$ cat config.mk
export PLATFORM = sky130hd
export DESIGN_NAME = mult_share_arbiter
export DESIGN_NICKNAME = d
export VERILOG_FILES = /design/src/rtl/mult_share_arbiter.sv
export SDC_FILE = /design/constraint.sdc
export NUM_CORES = 1
export LEC_CHECK = 0
export ABC_CLOCK_PERIOD_IN_PS = 51500
export BUFFER_PORTS_ARGS = -buffer_cell sky130_fd_sc_hd__buf_2
export CORE_MARGIN = 2
export CORE_UTILIZATION = 45
export DETAILED_ROUTE_END_ITERATION = 8
export PLACE_DENSITY_LB_ADDON = 0.12
export SLEW_MARGIN = 20
export SYNTH_ARGS = -nofsm -noshare
export SYNTH_HDL_FRONTEND = slang
export SYNTH_SLANG_ARGS = --single-unit
export TNS_END_PERCENT = 5
$ cat constraint.sdc
create_clock -name clk -period 51.5 [get_ports clk]
set_clock_uncertainty 0.2 [all_clocks]
set_input_delay 5.15 -clock clk [delete_from_list [all_inputs] [get_ports clk]]
set_output_delay 5.15 -clock clk [all_outputs]
set_load 0.02 [all_outputs]
$ cat src/rtl/mult_share_arbiter.sv
// Time-shares one combinational 16x16 array multiplier among NREQ requesters using
// round-robin arbitration. The ripple path gets SETTLE counted cycles before its result is captured.

module arraymultiplier (
  input  logic [15:0] a,
  input  logic [15:0] b,
  output logic [31:0] p
);

  // Each row adds a & b[i] into the running sum shifted down one place.
  // The bit that drops out of the LSB is product bit i.
  always_comb begin
    logic [16:0] acc;
    logic [15:0] pp;
    logic        carry;
    logic        s;
    p     = '0;
    pp    = '0;
    carry = 1'b0;
    s     = 1'b0;
    acc   = {1'b0, a & {16{b[0]}}};
    p[0]  = acc[0];
    for (int i = 1; i < 16; i++) begin
      pp    = a & {16{b[i]}};
      carry = 1'b0;
      for (int j = 0; j < 16; j++) begin
        s      = acc[j+1] ^ pp[j] ^ carry;
        carry  = (acc[j+1] & pp[j]) | (carry & (acc[j+1] ^ pp[j]));
        acc[j] = s;
      end
      acc[16] = carry;
      p[i]    = acc[0];
    end
    p[31:16] = acc[16:1];
  end

endmodule

module mult_share_arbiter #(
  parameter int NREQ   = 4,
  parameter int IDW    = 2,
  parameter int SETTLE = 2
) (
  input  logic              clk,
  input  logic              rst,
  input  logic [NREQ-1:0]   req_valid,
  input  logic [NREQ*16-1:0] req_a,
  input  logic [NREQ*16-1:0] req_b,
  output logic [NREQ-1:0]   req_ready,
  output logic              resp_valid,
  output logic [IDW-1:0]    resp_id,
  output logic [31:0]       resp_product,
  input  logic              resp_ready,
  output logic              busy
);

  localparam int CW = (SETTLE > 1) ? $clog2(SETTLE) : 1;

  typedef enum logic [1:0] {IDLE, CALC, RESP} state_t;

  state_t         state;
  logic [IDW-1:0] last_grant;
  logic [IDW-1:0] op_id;
  logic [IDW-1:0] grant_id;
  logic [CW-1:0]  cnt;
  logic [15:0]    op_a;
  logic [15:0]    op_b;
  logic [15:0]    sel_a;
  logic [15:0]    sel_b;
  logic           grant_found;
  logic [31:0]    mult_p;

  // Scan forward from the port after the last winner; the first valid port wins.
  always_comb begin
    logic [IDW:0] pos;
    grant_found = 1'b0;
    grant_id    = '0;
    sel_a       = '0;
    sel_b       = '0;
    pos         = '0;
    for (int k = 1; k <= NREQ; k++) begin
      pos = {1'b0, last_grant} + (IDW+1)'(k);
      if (pos >= (IDW+1)'(NREQ))
        pos = pos - (IDW+1)'(NREQ);
      if (!grant_found && req_valid[pos[IDW-1:0]]) begin
        grant_found = 1'b1;
        grant_id    = pos[IDW-1:0];
        sel_a       = req_a[{pos[IDW-1:0], 4'b0000} +: 16];
        sel_b       = req_b[{pos[IDW-1:0], 4'b0000} +: 16];
      end
    end
  end

  always_comb begin
    req_ready = '0;
    if (state == IDLE && grant_found)
      req_ready = NREQ'(1) << grant_id;
  end

  arraymultiplier u_mult (
    .a (op_a),
    .b (op_b),
    .p (mult_p)
  );

  always_ff @(posedge clk or posedge rst) begin
    if (rst) begin
      state        <= IDLE;
      last_grant   <= IDW'(NREQ - 1);
      cnt          <= '0;
      op_a         <= '0;
      op_b         <= '0;
      op_id        <= '0;
      resp_valid   <= 1'b0;
      resp_id      <= '0;
      resp_product <= '0;
      busy         <= 1'b0;
    end else begin
      case (state)
        IDLE: begin
          if (grant_found) begin
            op_a       <= sel_a;
            op_b       <= sel_b;
            op_id      <= grant_id;
            last_grant <= grant_id;
            cnt        <= CW'(SETTLE - 1);
            state      <= CALC;
            busy       <= 1'b1;
          end
        end
        CALC: begin
          // The multiplier output is only trusted once the settle count has run out.
          if (cnt != '0) begin
            cnt <= cnt - 1'b1;
          end else begin
            resp_product <= mult_p;
            resp_id      <= op_id;
            resp_valid   <= 1'b1;
            state        <= RESP;
          end
        end
        RESP: begin
          if (resp_ready) begin
            resp_valid <= 1'b0;
            state      <= IDLE;
            busy       <= 1'b0;
          end
        end
        default: begin
          state      <= IDLE;
          resp_valid <= 1'b0;
          busy       <= 1'b0;
        end
      endcase
    end
  end

endmodule

# Word-level counts from Yosys, hierarchy flattened
# Cells that the tools add are included.
[totals]
input_bits = 135
register_bits = 75
output_inout_bits = 40
elab_cells = 1267
[classes]
n_bitwise = 1171
n_eq_ne = 5
n_lt_le_gt_ge = 8
mux = 40
n_addsub = 9
reduce_logical = 15
shifts = 9
[ops]
columns = ["operator", "count"]
rows = [
  ["64-bit by 7-bit variable part select with 16-bit output", 8],
  ["1-bit AND", 464],
  ["1-bit bitwise XOR", 464],
  ["16-bit AND", 16],
  ["1-bit OR", 224],
  ["16-bit two-way mux", 8],
  ["2-bit two-way mux", 11],
  ["3-bit >= comparator (second input constant)", 4],
  ["2-bit by 3-bit less-than comparator with 1-bit output (second input constant)", 4],
  ["1-bit two-way mux", 12],
  ["3-bit AND reduction", 3],
  ["1-bit binary-select mux with 2-bit select", 4],
  ["2-bit by 1-bit subtractor with 2-bit output (second input constant)", 4],
  ["2-bit by 2-bit adder with 3-bit output (second input constant)", 2],
  ["2-bit inequality test (second input constant)", 3],
  ["1-bit one-hot mux with 3 select lines", 2],
  ["2-bit one-hot mux with 3 select lines", 1],
  ["2-bit AND reduction", 3],
  ["1-bit logical AND", 4],
  ["4-bit two-way mux", 1],
  ["1-bit by 2-bit left shift with 4-bit output (first input constant)", 1],
  ["2-bit by 1-bit adder with 3-bit output (second input constant)", 1],
  ["2-bit by 3-bit adder with 3-bit output (second input constant)", 1],
  ["1-bit logical NOT", 3],
  ["7 further kinds", 9],
]

# Longest topological paths before layout
[logic_depth]
ltp_word = 88
ltp_mapped = 63
depth_no_buf = 63

# Modules after synthesis
# A second synthesis with hierarchy kept.
[hier_totals]
hier_cells = 1210
hier_area_um2 = 13063.8
[by_module_without_submodules]
columns = ["mod", "area_each_um2", "instances", "cells_per_inst", "seq_area_each_um2"]
rows = [
  ["arraymultiplier", 6799.0, 1, 619, 0.0],
  ["mult_share_arbiter", 6264.8, 1, 591, 1879.3],
]

# Least setup slack after synthesis
# No wires, ideal clock.
[synth_path]
kind = "register to register"
start = "register op_a[1]"
end = "register resp_product[30]"
path_buffers = 0
slack_ns = 31.771
arrival_ns = 19.396
period_less_slack_ns = 19.729
path_stages_with_launch = 50
t_required_ns = 51.168
setup_ns = 0.132
cell_sequence = "dfrtp_1 > and2_1 > ha_1 > fa_1 > fa_1 > fa_1 > fa_1 > fa_1 > fa_1 > fa_1 > fa_1 > fa_1 > fa_1 > fa_1 > fa_1 > fa_1 > fa_1 > fa_1 > (+14 left out) > fa_1 > fa_1 > fa_1 > fa_1 > fa_1 > fa_1 > fa_1 > fa_1 > fa_1 > fa_1 > fa_1 > fa_1 > fa_1 > fa_1 > inv_1 > fa_1 > fa_1 > o21ai_0"
[synth_via]
elab_chain_cells = 87
word_cells_on_any_way = 1110
classes_between = "bitwise (1110)"
[synth_lines]
columns = ["element", "line", "rtl"]
rows = [
  ["start: declaration", "66", "logic [15:0] op_a;"],
  ["start signal: assignment", "122", "op_a <= sel_a;"],
  ["16-bit AND (on tied branches)", "21, 24", ""],
  ["1-bit AND / 1-bit bitwise XOR (equally long branches)", "28, 27", ""],
  ["1-bit AND", "28", "carry = (acc[j+1] & pp[j]) | (carry & (acc[j+1] ^ pp[j]));"],
  ["1-bit OR", "28", ""],
  ["1-bit AND / 1-bit bitwise XOR (equally long branches)", "28, 27", ""],
  ["1-bit OR / 1-bit bitwise XOR (equally long branches)", "28, 27", ""],
  ["1-bit AND / 1-bit bitwise XOR (equally long branches)", "28, 27", ""],
  ["1-bit OR / 1-bit bitwise XOR (equally long branches)", "28, 27", ""],
  ["(+71 left out)", "--", ""],
  ["1-bit OR (tied with other cells)", "28", ""],
  ["1-bit AND / 1-bit bitwise XOR (equally long branches)", "28, 27", ""],
  ["1-bit OR / 1-bit bitwise XOR (equally long branches)", "28", ""],
  ["1-bit AND / 1-bit bitwise XOR (equally long branches)", "28, 27", ""],
  ["1-bit OR / 1-bit bitwise XOR (equally long branches)", "28", ""],
  ["1-bit AND", "28", ""],
  ["1-bit OR", "28", ""],
  ["1-bit bitwise XOR (*)", "27", "s = acc[j+1] ^ pp[j] ^ carry;"],
  ["end signal: assignment", "136", "resp_product <= mult_p;"],
  ["end: declaration", "52", "output logic [31:0] resp_product,"],
]
# Mark *: on every way between the ends. The rest lies on a longest branch, timed or not.
# A chain may end at the register's enable or synchronous reset.

# Worst setup path after layout
[layout_path]
start = "register op_b[1]"
end = "register resp_product[30]"
[layout_via]
elab_chain_cells = 87
word_cells_on_any_way = 1121
classes_between = "bitwise (1121)"
[layout_lines]
columns = ["element", "line", "rtl"]
rows = [
  ["start: declaration", "67", "logic [15:0] op_b;"],
  ["start signal: assignment", "123", "op_b <= sel_b;"],
  ["16-bit AND (*)", "24", "pp = a & {16{b[i]}};"],
  ["1-bit AND / 1-bit bitwise XOR (equally long branches)", "28, 27", ""],
  ["1-bit AND", "28", ""],
  ["1-bit OR", "28", ""],
  ["1-bit AND / 1-bit bitwise XOR (equally long branches)", "28, 27", ""],
  ["1-bit OR / 1-bit bitwise XOR (equally long branches)", "28, 27", ""],
  ["1-bit AND / 1-bit bitwise XOR (equally long branches)", "28, 27", ""],
  ["1-bit OR / 1-bit bitwise XOR (equally long branches)", "28, 27", ""],
  ["(+71 left out)", "--", ""],
  ["1-bit OR (tied with other cells)", "28", ""],
  ["1-bit AND / 1-bit bitwise XOR (equally long branches)", "28, 27", ""],
  ["1-bit OR / 1-bit bitwise XOR (equally long branches)", "28", ""],
  ["1-bit AND / 1-bit bitwise XOR (equally long branches)", "28, 27", ""],
  ["1-bit OR / 1-bit bitwise XOR (equally long branches)", "28", ""],
  ["1-bit AND", "28", ""],
  ["1-bit OR", "28", ""],
  ["1-bit bitwise XOR (*)", "27", ""],
]
# Marked as above.

==> impl_metrics.env <==
export IMPL_result_of_the_run="finished, final reports clean"
export IMPL_min_delay_path_depth=2
export IMPL_setup_violations=0
export IMPL_synthFlopType="sky130_fd_sc_hd__dfrtp_1"
export IMPL_critical_path_arrival_ns=20.53
export IMPL_grt_total_usage=0.2019
export IMPL_proportion_of_layout_cells_with_a_drive_suffix_above_1=0.2097
export IMPL_syn_inst=1378
export IMPL_initial_antenna_violation_count=1
export IMPL_antennaDiodeCount=0
export IMPL_synth_async_reset_ratio=1.000
export IMPL_hold_ws_ns=0.2711
export IMPL_depth_of_the_critical_timing_path_with_buffers_and_inverters_included=49
export IMPL_cp_slowest_cell="sky130_fd_sc_hd__dfrtp_1"
export IMPL_cts_root_buffer="sky130_fd_sc_hd__clkbuf_16"
export IMPL_cts_buffers_inserted=9
export IMPL_fp_row_count=62
export IMPL_cells_on_worst_reg2reg_path=49
export IMPL_regToRegSetupSlack_ns=30.97
export IMPL_postSynthRegisterBits=75
export IMPL_grt_pass1_wl_mm=50.21
export IMPL_netlist_cell_type_count=42
export IMPL_synthesis_area_per_instance_um2=9.622
export IMPL_area_growth_syn_to_layout_pct=9.889
export IMPL_numClockSinks=75
export IMPL_coreArea_um2=28860
export IMPL_dp_hpwl_mm=23.29
export IMPL_clkLatencyLatePin_ns=0.36
export IMPL_finalWirelength_mm=29.80
export IMPL_critical_path_n_buffers_inverters=3
export IMPL_postCtsHoldBufs=0
export IMPL_grt_setup_unrepaired="false"
export IMPL_fp_dieArea_um2=30850
export IMPL_first_global_vias=10030
export IMPL_r2r_end="resp_product[30]$_DFFE_PP0P_"
export IMPL_layout_commonest_cell="sky130_fd_sc_hd__and2_1"
export IMPL_startpoint_type="flop"
export IMPL_min_path_type="reg -> reg"
export IMPL_post_cts_setup_buffer_count=0
export IMPL_maximum_number_of_pins_on_one_net_before_global_route_repair=106
export IMPL_worst_slew_margin_rel=0.3075
export IMPL_final_hold_viol_count=0
export IMPL_cts_tree="done"
export IMPL_synth_yosys_seq_area_share=0.1417
export IMPL_final_max_slew_viol_count=0
export IMPL_globalRoute_totalOverflow=0
export IMPL_crit_path_end="resp_product[30]$_DFFE_PP0P_"
export IMPL_vias_after_detailed_routing=9871
export IMPL_data_required_time_of_the_worst_path_ns=51.51
export IMPL_worst_path_dominant_cell_family="adder cells"
export IMPL_max_slew_worst_pin_slew_ns=1.039
export IMPL_setup_worst_path_start="op_b[1]$_DFFE_PP0P_"
export IMPL_final_design_area_no_fill_um2=14570
export IMPL_die_h_um=175.7
export IMPL_layout_min_cycle_time_ns=20.53
export IMPL_path_max_fanout=17
export IMPL_crit_path_end_kind="flop"
export IMPL_via_density_per_instance=5.301
export IMPL_fmax_ghz=0.04872
export IMPL_final_nets=1848
export IMPL_port_buffers=174
export IMPL_layout_cells_most_common_list="234 x sky130_fd_sc_hd__and2_1, 224 x sky130_fd_sc_hd__fa_1, 174 x sky130_fd_sc_hd__buf_2"
export IMPL_routedWlPerCell_um=16.00
export IMPL_finalSetupTns_ns=0
export IMPL_worst_path_most_repeated_cell="sky130_fd_sc_hd__fa_1"
export IMPL_netlist_area_um2=13260
export IMPL_finalWeightedCongestion=0.7812
export IMPL_synthesis_nets=1753
export IMPL_yosysWarnings=0
export IMPL_die_wd_um=175.7
export IMPL_htreeDepth=3
export IMPL_origin_of_the_critical_flop_to_flop_path="op_b[1]$_DFFE_PP0P_"
export IMPL_clockBufferDepth=2
export IMPL_start_util=0.4595
export IMPL_cap_violations=0
export IMPL_postRouteAntennaNets=0
export IMPL_synth_edf_count=0
export IMPL_dr_first_iter_drc_count=335
export IMPL_clock_pin_slew_of_the_registers_on_the_worst_case_setup_and_hold_paths_ns=0.07
export IMPL_drc=0
export IMPL_critical_path_class="reg -> reg"
export IMPL_firstDrtPassIters=5
export IMPL_max_stage_delay_ns=0.61
export IMPL_design_portCount=175
export IMPL_resize_count_post_cts=0
export IMPL_placed_cell_area_um2=14270
export IMPL_timing_final_crit_share=0.3986
export IMPL_layout_filler_cells=2792
==> cell type report <==
type	count	area [µm²]	share of cell area
Multi-Input combinational cell	1119	10630	0.7293
Sequential cell	75	1887	0.1295
Timing Repair Buffer	188	979.7	0.06724
Tap cell	384	480.5	0.03298
Inverter	80	301.5	0.02070
Clock buffer	9	225.2	0.01546
Clock inverter	7	70.07	0.004809
==> worst reg2reg max path, delay by kind of cell, from the launching register on <==
family	cells	cell delay (ns)
AND/OR/NAND/NOR	1	0.27
AO/OA/AOI/OAI	1	0.08
flip-flops	1	0.61
adder cells (fa/ha/maj)	44	19.01
buffers and inverters	3	0.17
==> per-layer routing <==
layer  up-vias  GRT usage  part of all wire
met5         -          0                 0
met4         0    0.04236             0.011
met3        22    0.02727             0.032
met2       169     0.3345              0.48
met1      4963     0.2846              0.48
li1       4717          -                 -
==> metrics by stage <==
step | util | instances | setup WS, ns
finish | 0.5049 | 1862 | 30.97
global route | 0.5049 | 1862 | 30.25
CTS | 0.5048 | 1862 | 30.76
detailed placement | 0.4945 | 1846 | 30.79
global placement | 0.4945 | 1846 | 30.91
floorplan | - | 1378 | 31.77
==> logic make-up (layout without fill, tap and decap cells) <==
logic type / Yosys count / count (layout) / synth area share
AOI/OAI and AO/OA: 227 / 227 / 0.1263
adders and majority gates: 240 / 240 / 0.3533
buffers and inverters: 184 / 284 / 0.05803
DFF: 75 / 75 / 0.1417
muxes: 163 / 163 / 0.1318
and+or+nand+nor: 489 / 489 / 0.1888
==> worst min path at each step <==
stage	slack [ns]	endpoint	from
5_1_grt	0.30	resp_product[5]$_DFFE_PP0P_	resp_product[5]$_DFFE_PP0P_
4_1_cts	0.28	resp_product[5]$_DFFE_PP0P_	resp_product[5]$_DFFE_PP0P_
3_5_place_dp	0.26	resp_product[5]$_DFFE_PP0P_	resp_product[5]$_DFFE_PP0P_
2_1_floorplan	0.24	resp_id[0]$_DFFE_PP0P_	op_id[0]$_DFFE_PP0P_
6_report	0.27	resp_product[1]$_DFFE_PP0P_	resp_product[1]$_DFFE_PP0P_
3_3_place_gp	0.26	resp_product[5]$_DFFE_PP0P_	resp_product[5]$_DFFE_PP0P_
==> synth_stat cells, types with 2 or more instances <==
library cell,count,share of area
sky130_fd_sc_hd__o22ai_1,3,0.0014
sky130_fd_sc_hd__buf_6,3,0.0025
sky130_fd_sc_hd__inv_1,80,0.023
sky130_fd_sc_hd__mux2_2,63,0.054
sky130_fd_sc_hd__o21ai_1,39,0.015
sky130_fd_sc_hd__a21o_1,2,0.0011
sky130_fd_sc_hd__and2_1,234,0.11
sky130_fd_sc_hd__nand2_1,125,0.035
sky130_fd_sc_hd__a21oi_1,67,0.025
sky130_fd_sc_hd__or2_2,2,0.00094
sky130_fd_sc_hd__o21a_1,35,0.020
sky130_fd_sc_hd__a211oi_1,3,0.0017
sky130_fd_sc_hd__dfrtp_1,73,0.14
sky130_fd_sc_hd__nand2b_1,9,0.0042
sky130_fd_sc_hd__buf_1,4,0.0011
sky130_fd_sc_hd__a22oi_1,31,0.018
sky130_fd_sc_hd__ha_1,16,0.015
sky130_fd_sc_hd__mux2i_1,97,0.073
sky130_fd_sc_hd__buf_2,39,0.015
sky130_fd_sc_hd__buf_4,2,0.0011
sky130_fd_sc_hd__nand3_1,2,0.00075
sky130_fd_sc_hd__nor3_1,5,0.0019
sky130_fd_sc_hd__clkbuf_1,56,0.016
sky130_fd_sc_hd__fa_1,224,0.34
sky130_fd_sc_hd__o21ai_0,11,0.0042
sky130_fd_sc_hd__dfstp_2,2,0.0040
sky130_fd_sc_hd__o32ai_1,3,0.0020
sky130_fd_sc_hd__nand3b_1,2,0.0011
sky130_fd_sc_hd__and3b_1,2,0.0013
sky130_fd_sc_hd__o32ai_2,29,0.036
sky130_fd_sc_hd__mux4_2,3,0.0051
sky130_fd_sc_hd__nor2_1,102,0.029
==> state kept, by name (all words and copies together) (netlist names) <==
signal	cells
resp_valid	1
op_b	16
resp_id	2
last_grant	2
op_a	16
op_id	2
resp_product	32
state	2
cnt	1
busy	1
Power is left out: the tool's default activity adds up to more than one toggle a clock period on the data nets, which glitch-free logic cannot reach.
